## src/rtl/tabla_basic_pkg.sv

```systemverilog
// Shared constants and helpers for the small 4-input arbitration/mux blocks.
package tabla_basic_pkg;

    localparam int unsigned NUM_IN = 4;
    localparam int unsigned SEL_W  = 2;

    // Next round-robin start index; wraps naturally at 2**SEL_W.
    function automatic logic [SEL_W-1:0] wrap_inc(input logic [SEL_W-1:0] idx);
        return idx + SEL_W'(1);
    endfunction

endpackage

```

## src/rtl/mux_4x1.sv

```systemverilog
// Plain combinational 4:1 word selector.
module mux_4x1
    import tabla_basic_pkg::*;
#(
    parameter int unsigned LEN = 8
) (
    input  logic [LEN-1:0]   in0_i,
    input  logic [LEN-1:0]   in1_i,
    input  logic [LEN-1:0]   in2_i,
    input  logic [LEN-1:0]   in3_i,
    input  logic [SEL_W-1:0] sel_i,
    output logic [LEN-1:0]   out_o
);

    always_comb begin
        out_o = in0_i;
        unique case (sel_i)
            2'd0: out_o = in0_i;
            2'd1: out_o = in1_i;
            2'd2: out_o = in2_i;
            2'd3: out_o = in3_i;
            default: out_o = in0_i;
        endcase
    end

endmodule

```

## src/rtl/mux_4x1_rr_arb.sv

```systemverilog
// Round-robin 4:1 arbiter feeding a 1-deep registered output buffer with valid/ready on both sides.
module mux_4x1_rr_arb
    import tabla_basic_pkg::*;
#(
    parameter int unsigned LEN = 8
) (
    input  logic              clk,
    input  logic              reset,
    input  logic [NUM_IN-1:0] in_valid,
    input  logic [LEN-1:0]    in0,
    input  logic [LEN-1:0]    in1,
    input  logic [LEN-1:0]    in2,
    input  logic [LEN-1:0]    in3,
    output logic [NUM_IN-1:0] in_ready,
    output logic [LEN-1:0]    out,
    output logic [SEL_W-1:0]  sel,
    output logic              out_valid,
    input  logic              out_ready
);

    logic [LEN-1:0]   out_q, out_d;
    logic [SEL_W-1:0] sel_q, sel_d;
    logic             out_valid_q, out_valid_d;
    logic [SEL_W-1:0] ptr_q, ptr_d;

    logic [SEL_W-1:0] grant_idx;
    logic [SEL_W-1:0] scan_idx;
    logic             grant_vld;
    logic             can_load;
    logic             xfer;
    logic [LEN-1:0]   mux_word;

    // First requester at or after ptr, wrapping modulo 4.
    always_comb begin
        grant_vld = 1'b0;
        grant_idx = ptr_q;
        scan_idx  = ptr_q;
        for (int k = 0; k < NUM_IN; k++) begin
            scan_idx = ptr_q + k[SEL_W-1:0];
            if (!grant_vld && in_valid[scan_idx]) begin
                grant_vld = 1'b1;
                grant_idx = scan_idx;
            end
        end
    end

    assign can_load = !out_valid_q || out_ready;

    always_comb begin
        in_ready = '0;
        if (grant_vld && can_load && !reset) begin
            in_ready[grant_idx] = 1'b1;
        end
    end

    assign xfer = |(in_ready & in_valid);

    mux_4x1 #(
        .LEN(LEN)
    ) u_mux (
        .in0_i(in0),
        .in1_i(in1),
        .in2_i(in2),
        .in3_i(in3),
        .sel_i(grant_idx),
        .out_o(mux_word)
    );

    always_comb begin
        out_d       = out_q;
        sel_d       = sel_q;
        out_valid_d = out_valid_q;
        ptr_d       = ptr_q;
        if (xfer) begin
            out_d       = mux_word;
            sel_d       = grant_idx;
            out_valid_d = 1'b1;
            ptr_d       = wrap_inc(grant_idx);
        end else if (out_valid_q && out_ready) begin
            out_valid_d = 1'b0;
        end
    end

    always_ff @(posedge clk) begin
        if (reset) begin
            out_q       <= '0;
            sel_q       <= '0;
            out_valid_q <= 1'b0;
            ptr_q       <= '0;
        end else begin
            out_q       <= out_d;
            sel_q       <= sel_d;
            out_valid_q <= out_valid_d;
            ptr_q       <= ptr_d;
        end
    end

    assign out       = out_q;
    assign sel       = sel_q;
    assign out_valid = out_valid_q;

endmodule

```

## config.mk

```make
export PLATFORM = sky130hd
export DESIGN_NAME = mux_4x1_rr_arb
export DESIGN_NICKNAME = d
export VERILOG_FILES = /design/src/rtl/tabla_basic_pkg.sv /design/src/rtl/mux_4x1.sv /design/src/rtl/mux_4x1_rr_arb.sv
export SDC_FILE = /design/constraint.sdc
export NUM_CORES = 1
export LEC_CHECK = 0
export ABC_AREA = 1
export BUFFER_PORTS_ARGS = -buffer_cell sky130_fd_sc_hd__buf_2
export CAP_MARGIN = 10
export CORE_MARGIN = 3
export CORE_UTILIZATION = 46
export DETAILED_ROUTE_END_ITERATION = 8
export GPL_ROUTABILITY_DRIVEN = 1
export PLACE_DENSITY = 0.8
export SYNTH_ARGS = -nofsm -noshare
export SYNTH_HDL_FRONTEND = slang
export SYNTH_SLANG_ARGS = --single-unit
```

## constraint.sdc

```tcl
create_clock -name clk -period 2.89 [get_ports clk]
set_clock_uncertainty 0.05 [all_clocks]
set_input_delay 0.4335 -clock clk [delete_from_list [all_inputs] [get_ports clk]]
set_output_delay 0.4335 -clock clk [all_outputs]
set_load 0.02 [all_outputs]
```

==> reports/metrics.cfg, run 1 <==
[yosys]
ys_top_cells_by_count = nand2_1, inv_1, nor2_1
synth.distinct_cells = 28
yosys_warnings = 0
synth_edf_count = 0
synth.most_common_cell = nand2_1
ys_seq_area_frac = 0.230
synth-seq-cells = 13
avgSynthCellArea_um2 = 6.26
synthTopCellsByArea = dfxtp_1, nand2_1, inv_1
synth_top_area_frac = 0.230
synth_largest_area_cell = dfxtp_1
syn_inst = 181
synthFlopType = dfxtp_1
synthesis.nets = 225
synth_area_um2 = 1130
async_flop_share = 0

[final_layout]
drive_gt1_frac = 0.362
layout.nets = 280
area_delta_synth_final_pct = 30.2
instances_no_fill = 263
antenna_cells = 0

[sta]
rsz0062_at_grt = yes
worst_pin_slew_ps = 439
clock.fmax_mhz = 362
fin_crit_sh = 0.955
finalHoldViolations = 0
period_needed_ps = 2760
finalSetupViolations = 0
max-slew-margin-rel = 0.707
maxSlewViolCount = 0
setup-tns-final_ps = 0
setup_ws_ps = 130

[critical_path]
crit_path_end_kind = output port
worstSetupStartpointType = register
path_delay_family = simple AND/OR/NAND/NOR gates
crit_chain = inv_4 > nand2_1 > nand2_1 > nand2_1 > and2_4 > nand3b_1 > or2_0 > nand2_1 > inv_2 > ha_2 > inv_1 > nor2_1 > buf_2
max_stage_delay_ps = 390
crit_arrival_ps = 2280
cp_max_fo = 11
crit_top_cell = nand2_1
path_class = reg -> out
required_ps = 2410
crit_slowest_cell = dfxtp_4
path_buf_inv = 4

[power_and_ir_drop]
peakVddDrop_mv = 0.656
power_density_nw_per_um2 = 970
p_leak_nw = 0.791

[routing]
drt-initial-drc-count = 45
post_drt_via_cell_ratio = 5.09
dr.pass1.iters = 4
vias = 1338
wl_mm = 2.93
final_antenna_net_count = 0
wl_per_cell_um = 11.1
drc_errors = 0

[min_path]
hp-class = in -> reg

[floorplan]
pin_count = 54
core_area_um2 = 2280
num_rows = 17
die_x_um = 55.6
dieArea_um2 = 3100
die_h_um = 55.6
start_util = 0.498

[outcome]
status = finished clean

[placement]
dpl.hpwl_mm = 2.43
routabilityCongestion = 0.833
place_ws_ps = 104
port_buffers = 53
dp.cells = 259

[clock_tree]
cts_buffers = 3
clock-root-buffer = clkbuf_4
cts_max_path_buffers = 2
clk_latency_ps = 270
holdBufCountCts = 0
cts_tree = done
cts_sinks = 13
clk_pin_slew_ps = 70
ctsHtreeMaxLevel = 1

[global_routing]
grt_use_total = 0.187
grt_pass1_vias = 1219
antenna_found_initial = 0
grt_max_degree = 17
grt_pass1_wl_mm = 4.89
grt-ovfl-total = 0

[flow_run]
maxCapViolCount = 0

worst reg2reg max path, stage by stage, from the launching register on:
cell and delay [ps]:
dfxtp_4 390, inv_4 100, nand2_1 50, nand2_1 80
nand2_1 60, and2_4 160, nand3b_1 200, or2_0 240
nand2_1 150, inv_2 70, ha_2 220, nand4_1 130
nand2_2 100, buf_4 180, nor3_1 200, nor2_1 70
metrics by stage:
step | cell area, um^2 | hold WS (ps) | utilization | total power, W
after floorplan | 1130 | 446 | - | 0.00104
after global placement | 1440 | 421 | 0.631 | 0.00131
after detailed placement | 1440 | 420 | 0.631 | 0.00131
after CTS | 1460 | 288 | 0.643 | 0.00143
after global routing | 1480 | 286 | 0.649 | 0.00157
final | 1480 | 293 | 0.649 | 0.00143
where the power goes:
part / switching, W / internal (W) / leakage (nW)
Combinational: 0.000642 / 0.000417 / 0.668
Sequential: 0.0000351 / 0.000230 / 0.108
Clock: 0.0000550 / 0.0000535 / 0.0150
Total: 0.000732 / 0.000701 / 0.791
cells in the final DEF (no fill, tap or decap):
cell type  netlist  final
buf_4            1      8
buf_2            2     52
nand3b_1         1      1
nand3_4          1      1
ha_2             0      2
dfxtp_4          0      1
dfxtp_1         13     11
a21oi_2          1      1
inv_2            3      2
nor2_8           1      1
nand2_4          1      1
o21ai_0          3      3
nor2_4           1      1
or2_0            1      1
nand2_1         46     46
inv_4            0      1
nor3_1          11     11
ha_1             5      3
nand2_2          8      8
o21ai_1         10     10
inv_1           21     21
nand4_1          4      4
nand3_1          5      5
a32oi_1          8      8
clkbuf_1         5      1
nor2_1          15     15
dfxtp_2          0      1
and2_4           1      1
a21oi_1         10     10
clkbuf_4         0      3
o21ai_2          1      1
state kept, by name (all words and copies together), names as in the netlist:
| register | cells |
|---|---|
| out | 8 |
| out_valid | 1 |
| ptr_q | 2 |
| sel | 2 |
layout make-up:
class	instances	area [um^2]
fillers	216	800
well taps	28	35.0
flip-flops and latches	13	265
inverters	24	92.6
clock buffers	4	26.3
repair buffers	60	320
multi-input cells	134	737
worst paths after layout:
| kind | from | slack (ps) | end | cells after the start |
|---|---|---|---|---|
| min | reset | 290 | ptr_q[0] | 2 |
| max reg2reg | ptr_q[0] | 310 | out[6] | 15 |
| max | ptr_q[0] | 130 | in_ready[2] | 13 |
| min reg2reg | out_valid | 430 | out_valid | 2 |
repair_timing:
action,CTS,global route
endpoints found under the hold margin,0,0
setup endpoints to repair,4,9
gates resized for setup,1,6
setup buffers,0,0
cell families after synthesis:
family	Yosys count	share of synthesized area
buffers and inverters	34	0.125
adders and majority gates	5	0.0552
and+or+nand+nor	96	0.412
AOI/OAI and AO/OA	33	0.179
DFF	13	0.230
layer usage:
metal / wire, um / share of wire / GRT usage
met2: 1450 / 0.50 / 0.326
met3: 204 / 0.070 / 0.0487
met4: 0 / 0 / 0.0208
met1: 1270 / 0.43 / 0.237
met5: 0 / 0 / 0
(Power assumes the default switching activity.)
==> run 2: changes to the inputs <==
==> constraint.sdc (replaced) <==
create_clock -name clk -period 2.89 [get_ports clk]
set_clock_uncertainty 0.05 [all_clocks]
set_input_delay 0.1445 -clock clk [delete_from_list [all_inputs] [get_ports clk]]
set_output_delay 0.1445 -clock clk [all_outputs]
set_load 0.02 [all_outputs]
==> reports/metrics.cfg, run 2 (same netlist as run 1, synthesis figures left out) <==
[sta]
period_needed_ps = 2640  ; was 2760 ps
setup_ws_ps = 246  ; was 130 ps
max-slew-margin-rel = 0.707  ; about the same
clock.fmax_mhz = 378  ; was 362 MHz
setup-tns-final_ps = 0  ; unchanged
rsz0062_at_grt = no  ; was yes
worst_pin_slew_ps = 439  ; about the same
finalSetupViolations = 0  ; unchanged
fin_crit_sh = 0.915  ; was 0.955
maxSlewViolCount = 0  ; unchanged
finalHoldViolations = 0  ; unchanged

[placement]
dp.cells = 259  ; unchanged
port_buffers = 53  ; unchanged
dpl.hpwl_mm = 2.41  ; was 2.43 mm
routabilityCongestion = 0.796  ; was 0.833
place_ws_ps = 184  ; was 104 ps

[routing]
post_drt_via_cell_ratio = 5.12  ; was 5.09
vias = 1351  ; was 1338
final_antenna_net_count = 0  ; unchanged
wl_mm = 2.99  ; was 2.93 mm
drt-initial-drc-count = 43  ; was 45
wl_per_cell_um = 11.3  ; was 11.1 um
drc_errors = 0  ; unchanged
dr.pass1.iters = 4  ; unchanged

[clock_tree]
cts_max_path_buffers = 2  ; unchanged
ctsHtreeMaxLevel = 1  ; unchanged
cts_tree = done  ; unchanged
clk_pin_slew_ps = 80  ; was 70 ps
cts_sinks = 13  ; unchanged
clock-root-buffer = clkbuf_4  ; unchanged
clk_latency_ps = 280  ; was 270 ps
cts_buffers = 3  ; unchanged
post_cts_buffers = 0  ; unchanged

[critical_path]
crit_path_end_kind = output port  ; unchanged
reg2reg_slack_ps = 290  ; was 310 ps
crit_slowest_cell = dfxtp_2  ; was dfxtp_4
worstSetupStartpointType = register  ; unchanged
crit_arrival_ps = 2450  ; was 2280 ps
required_ps = 2700  ; was 2410 ps
crit_path_end = in_ready[2]  ; unchanged
r2r_cells = 15  ; unchanged
cp_max_fo = 11  ; unchanged
path_class = reg -> out  ; unchanged
r2r_end = out[3]  ; was out[6]
crit-reg2reg-launch = ptr_q[0]  ; unchanged
max_stage_delay_ps = 380  ; was 390 ps
crit_chain = inv_2 > nand2_1 > nand2_1 > nand2_1 > and2_4 > nand3b_1 > or2_0 > nand2_1 > inv_2 > ha_1 > buf_4 > inv_1 > nor2_1 > buf_2  ; was inv_4 > nand2_1 > nand2_1 > nand2_1 > and2_4 > nand3b_1 > or2_0 > nand2_1 > inv_2 > ha_2 > inv_1 > nor2_1 > buf_2
crit_start = ptr_q[0]  ; unchanged
crit_top_cell = nand2_1  ; unchanged

[power_and_ir_drop]
peakVddDrop_mv = 0.616  ; was 0.656 mV
p_leak_nw = 0.797  ; was 0.791 nW
power_density_nw_per_um2 = 966  ; was 970 nW/um^2

[floorplan]
pin_count = 54  ; unchanged
core_area_um2 = 2280  ; unchanged
start_util = 0.498  ; unchanged
dieArea_um2 = 3100  ; unchanged
die_h_um = 55.6  ; unchanged
num_rows = 17  ; unchanged
die_x_um = 55.6  ; unchanged

[final_layout]
antenna_cells = 0  ; unchanged
fill_cells = 234  ; was 216
final_cell_mix = buf_2, nand2_1, inv_1  ; unchanged
layout_commonest_cell = buf_2  ; unchanged
utilization = 0.647  ; was 0.649
drive_gt1_frac = 0.347  ; was 0.362
area_delta_synth_final_pct = 29.9  ; was 30.2%
layout.nets = 281  ; was 280
multi_input_area_um2 = 732  ; was 737 um^2
largest_reg_flops = 8  ; unchanged
instances_no_fill = 264  ; was 263
register_area_um2 = 262  ; was 265 um^2

[global_routing]
grt-ovfl-total = 0  ; unchanged
grt_pass1_vias = 1264  ; was 1219
antenna_found_initial = 0  ; unchanged
grt_use_total = 0.197  ; was 0.187
grt_pass1_wl_mm = 5.06  ; was 4.89 mm
grt_max_degree = 17  ; unchanged

[flow_run]
maxCapViolCount = 0  ; unchanged

[outcome]
status = finished clean  ; unchanged

[min_path]
whs_path_depth = 4  ; was 2
hp-class = in -> reg  ; unchanged

[run 2: cell type report]
type	count	share of cell area
multi-input cells	134	0.497
repair buffers	61	0.223
flip-flops and latches	13	0.178
inverters	24	0.0612
well taps	28	0.0238
clock buffers	4	0.0178
[run 2: through the flow]
step           power (W)  hold slack (ps)  instance area [um^2]
6_report         0.00142             68.6                  1470
3_3_place_gp     0.00130              301                  1440
5_1_grt          0.00156              107                  1470
3_5_place_dp     0.00130              303                  1440
4_1_cts          0.00142             1.53                  1460
2_1_floorplan    0.00104              157                  1130
[run 2: worst min-delay path by stage]
stage / slack (ps) / end / from
after detailed placement: 300 / ptr_q[0] / reset
after global routing: 110 / out_valid / out_ready
final: 70 / out_valid / out_ready
after floorplan: 160 / ptr_q[0] / reset
after global placement: 300 / ptr_q[0] / reset
after CTS: 2 / ptr_q[0] / reset
[run 2: critical path: cells and delay by family (launching register included)]
| family | cells | cell delay [ps] |
|---|---|---|
| adder cells (fa/ha/maj) | 1 | 210 |
| buffers and inverters | 5 | 580 |
| flip-flops | 1 | 380 |
| AND/OR/NAND/NOR | 8 | 1000 |
[run 2: repair_timing]
action                     CTS  global route
hold buffers                 0             1
gates resized for setup      0             1
hold endpoints to repair     0             1
setup endpoints to repair    0            16
[run 2: metal layers]
| metal | up-vias | share of wire | track usage |
|---|---|---|---|
| li1 | 697 | - | - |
| met2 | 51 | 0.50 | 0.351 |
| met3 | 4 | 0.068 | 0.0394 |
| met1 | 599 | 0.42 | 0.230 |
| met5 | - | 0 | 0 |
| met4 | 0 | 0.014 | 0.0764 |
[run 2: report_power, final]
part / switching, W / total [W] / internal [W]
Clock: 0.0000576 / 0.000111 / 0.0000536
Sequential: 0.0000336 / 0.000262 / 0.000229
Combinational: 0.000645 / 0.00105 / 0.000405
Total: 0.000736 / 0.00142 / 0.000687
==> run 3: changes to the inputs <==
--- a/config.mk
+++ b/config.mk
@@ -5,14 +5,15 @@
 export SDC_FILE = /design/constraint.sdc
 export NUM_CORES = 1
 export LEC_CHECK = 0
-export ABC_AREA = 1
 export BUFFER_PORTS_ARGS = -buffer_cell sky130_fd_sc_hd__buf_2
 export CAP_MARGIN = 10
 export CORE_MARGIN = 3
-export CORE_UTILIZATION = 46
+export CORE_UTILIZATION = 42
+export CTS_CLUSTER_SIZE = 10
 export DETAILED_ROUTE_END_ITERATION = 8
 export GPL_ROUTABILITY_DRIVEN = 1
-export PLACE_DENSITY = 0.8
+export PLACE_DENSITY = 0.79
+export SLEW_MARGIN = 15
 export SYNTH_ARGS = -nofsm -noshare
 export SYNTH_HDL_FRONTEND = slang
 export SYNTH_SLANG_ARGS = --single-unit
==> reports/metrics.cfg, run 3 <==
[yosys]
synth_top_area_frac = 0.295  ; was 0.230
synth_top_family_by_area = compound AO/OA/AOI/OAI gates  ; was simple AND/OR/NAND/NOR gates
synthTopCellsByArea = dfxtp_1, mux2i_1, a222oi_1  ; was dfxtp_1, nand2_1, inv_1
synth.distinct_cells = 28  ; unchanged
syn_inst = 103  ; was 181
synth.area.mux_share = 0.102  ; was 0
ys_top_cells_by_count = dfxtp_1, nor2_1, nand2_1, o21ai_0, mux2i_1  ; was nand2_1, inv_1, nor2_1
synth_largest_area_cell = dfxtp_1  ; unchanged
synth_compound_area_frac = 0.285  ; was 0.179
synth_area_um2 = 883  ; was 1130 um^2
avgSynthCellArea_um2 = 8.58  ; was 6.26 um^2
synth-adder-area-share = 0.0708  ; was 0.0552
synth.most_common_cell = dfxtp_1  ; was nand2_1
yosys_warnings = 0  ; unchanged
ys_seq_area_frac = 0.295  ; was 0.230
async_flop_share = 0  ; unchanged
synthesis.nets = 147  ; was 225
synth-seq-cells = 13  ; unchanged
synthSimpleGateAreaFrac = 0.186  ; was 0.412
synthXorXnorAreaFrac = 0  ; unchanged
synthFlopType = dfxtp_1  ; unchanged
synth_edf_count = 0  ; unchanged

[clock_tree]
cts_sinks = 13  ; unchanged
cts_buffers = 3  ; unchanged
cts_resized = 0  ; unchanged
clock-root-buffer = clkbuf_4  ; unchanged
cts_max_path_buffers = 2  ; unchanged
ctsHtreeMaxLevel = 1  ; unchanged
post_cts_buffers = 0  ; unchanged
clk_latency_ps = 260  ; was 280 ps
clk_pin_slew_ps = 70  ; was 80 ps
holdBufCountCts = 0  ; unchanged
cts_tree = done  ; unchanged

[routing]
wl_per_cell_um = 12.8  ; was 11.3 um
final_antenna_net_count = 0  ; unchanged
vias = 947  ; was 1351
drc_errors = 0  ; unchanged
post_drt_via_cell_ratio = 5.23  ; was 5.12
dr.pass1.iters = 4  ; unchanged
drt-initial-drc-count = 42  ; was 43
wl_mm = 2.32  ; was 2.99 mm

[sta]
finalHoldViolations = 0  ; unchanged
fin_crit_sh = 0.874  ; was 0.915
period_needed_ps = 2530  ; was 2640 ps
clock.fmax_mhz = 396  ; was 378 MHz
maxSlewViolCount = 0  ; unchanged
setup-tns-final_ps = 0  ; unchanged
setup_ws_ps = 364  ; was 246 ps
max-slew-margin-rel = 0.606  ; was 0.707
finalSetupViolations = 0  ; unchanged
worst_pin_slew_ps = 585  ; was 439 ps
rsz0062_at_grt = no  ; unchanged

[placement]
dp.cells = 177  ; was 259
port_buffers = 53  ; unchanged
routabilityCongestion = 0.831  ; was 0.796
dpl.hpwl_mm = 1.94  ; was 2.41 mm
place_ws_ps = 356  ; was 184 ps

[critical_path]
r2r_end = sel[0]  ; was out[3]
crit_chain = or2_2 > a21oi_1 > o21a_1 > inv_1 > ha_1 > a22oi_1 > a2111oi_4 > buf_4 > nor3b_1 > a21o_1  ; was inv_2 > nand2_1 > nand2_1 > nand2_1 > and2_4 > nand3b_1 > or2_0 > nand2_1 > inv_2 > ha_1 > buf_4 > inv_1 > nor2_1 > buf_2
max_stage_delay_ps = 360  ; was 380 ps
required_ps = 3050  ; was 2700 ps
crit_arrival_ps = 2690  ; was 2450 ps
crit_start = ptr_q[1]  ; was ptr_q[0]
crit_slowest_cell = dfxtp_1  ; was dfxtp_2
reg2reg_slack_ps = 360  ; was 290 ps
crit_path_end = sel[0]  ; was in_ready[2]
path_class = reg -> reg  ; was reg -> out
crit_path_end_kind = register  ; was output port
r2r_cells = 10  ; was 15
crit-reg2reg-launch = ptr_q[1]  ; was ptr_q[0]
cp_max_fo = 11  ; unchanged
worstSetupStartpointType = register  ; unchanged

[final_layout]
fill_cells = 175  ; was 234
register_area_um2 = 260  ; was 262 um^2
antenna_cells = 0  ; unchanged
layout_commonest_cell = buf_2  ; unchanged
final_cell_mix = buf_2, dfxtp_1, nor2_1  ; was buf_2, nand2_1, inv_1
largest_reg_flops = 8  ; unchanged
area_delta_synth_final_pct = 34.6  ; was 29.9%
layout.nets = 201  ; was 281
drive_gt1_frac = 0.429  ; was 0.347
instances_no_fill = 181  ; was 264
multi_input_area_um2 = 568  ; was 732 um^2

[global_routing]
grt_pass1_wl_mm = 3.51  ; was 5.06 mm
grt_pass1_vias = 846  ; was 1264
grt_max_degree = 17  ; unchanged
grt_use_total = 0.168  ; was 0.197
grt-ovfl-total = 0  ; unchanged
antenna_found_initial = 0  ; unchanged

[power_and_ir_drop]
p_leak_nw = 0.574  ; was 0.797 nW
peakVddDrop_mv = 0.373  ; was 0.616 mV
power_density_nw_per_um2 = 498  ; was 966 nW/um^2

[floorplan]
die_x_um = 51.9  ; was 55.6 um
dieArea_um2 = 2690  ; was 3100 um^2
num_rows = 15  ; was 17
start_util = 0.475  ; was 0.498
die_h_um = 51.9  ; was 55.6 um
core_area_um2 = 1860  ; was 2280 um^2
pin_count = 54  ; unchanged

[outcome]
status = finished clean  ; unchanged

[min_path]
hp-class = in -> reg  ; unchanged

[flow_run]
maxCapViolCount = 0  ; unchanged

-- run 3: cell type report --
class	instances	share of cell area
multi-input combinational	79	0.478
timing repair buffer	56	0.242
sequential	13	0.219
tap	25	0.0263
clock buffer	4	0.0221
inverter	4	0.0126
-- run 3: cells by family (layout without fill, tap and decap cells) --
group	Yosys count	in the layout
AO/OA/AOI/OAI	30	30
AND/OR/NAND/NOR	35	35
adder cells (fa/ha/maj)	5	5
buffers and inverters	11	64
multiplexers	9	9
flip-flops	13	13
-- run 3: critical path, delay by kind of cell (launching register included) --
family                     cells  cell delay, ps
buffers and inverters          2             320
DFF                            1             360
and+or+nand+nor                2             490
AOI/OAI and AO/OA              5             940
adders and majority gates      1             320
-- run 3: how the worst min path moves through the flow --
stage	slack, ps	endpoint	cells past startpoint	start
2_1_floorplan	340	out_valid	3	out_ready
3_3_place_gp	420	out[5]	2	out[5]
3_5_place_dp	430	out[4]	2	out[4]
4_1_cts	180	out_valid	4	out_ready
5_1_grt	190	out[1]	2	reset
6_report	190	out_valid	4	out_ready
-- run 3: stage by stage --
step           hold slack (ps)  power [W]  instance area (um^2)  utilization
2_1_floorplan              339   0.000407                   883            -
3_3_place_gp               425   0.000481                  1160        0.626
3_5_place_dp               431   0.000491                  1160        0.626
4_1_cts                    182   0.000598                  1190        0.640
5_1_grt                    193   0.000635                  1190        0.640
6_report                   187   0.000592                  1190        0.640
-- run 3: report_power, final --
part	internal [W]	leakage, nW	switching [W]
Combinational	0.000120	0.453	0.000155
Clock	0.0000533	0.0150	0.0000519
Sequential	0.000199	0.106	0.0000127
-- run 3: routing by layer --
layer  vias up  routed length (um)  GRT usage
met1       432                 979      0.202
met2        31                1200      0.303
met5         -                   0          0
met3         2                 133     0.0143
li1        482                   -          -
met4         0                   6     0.0655
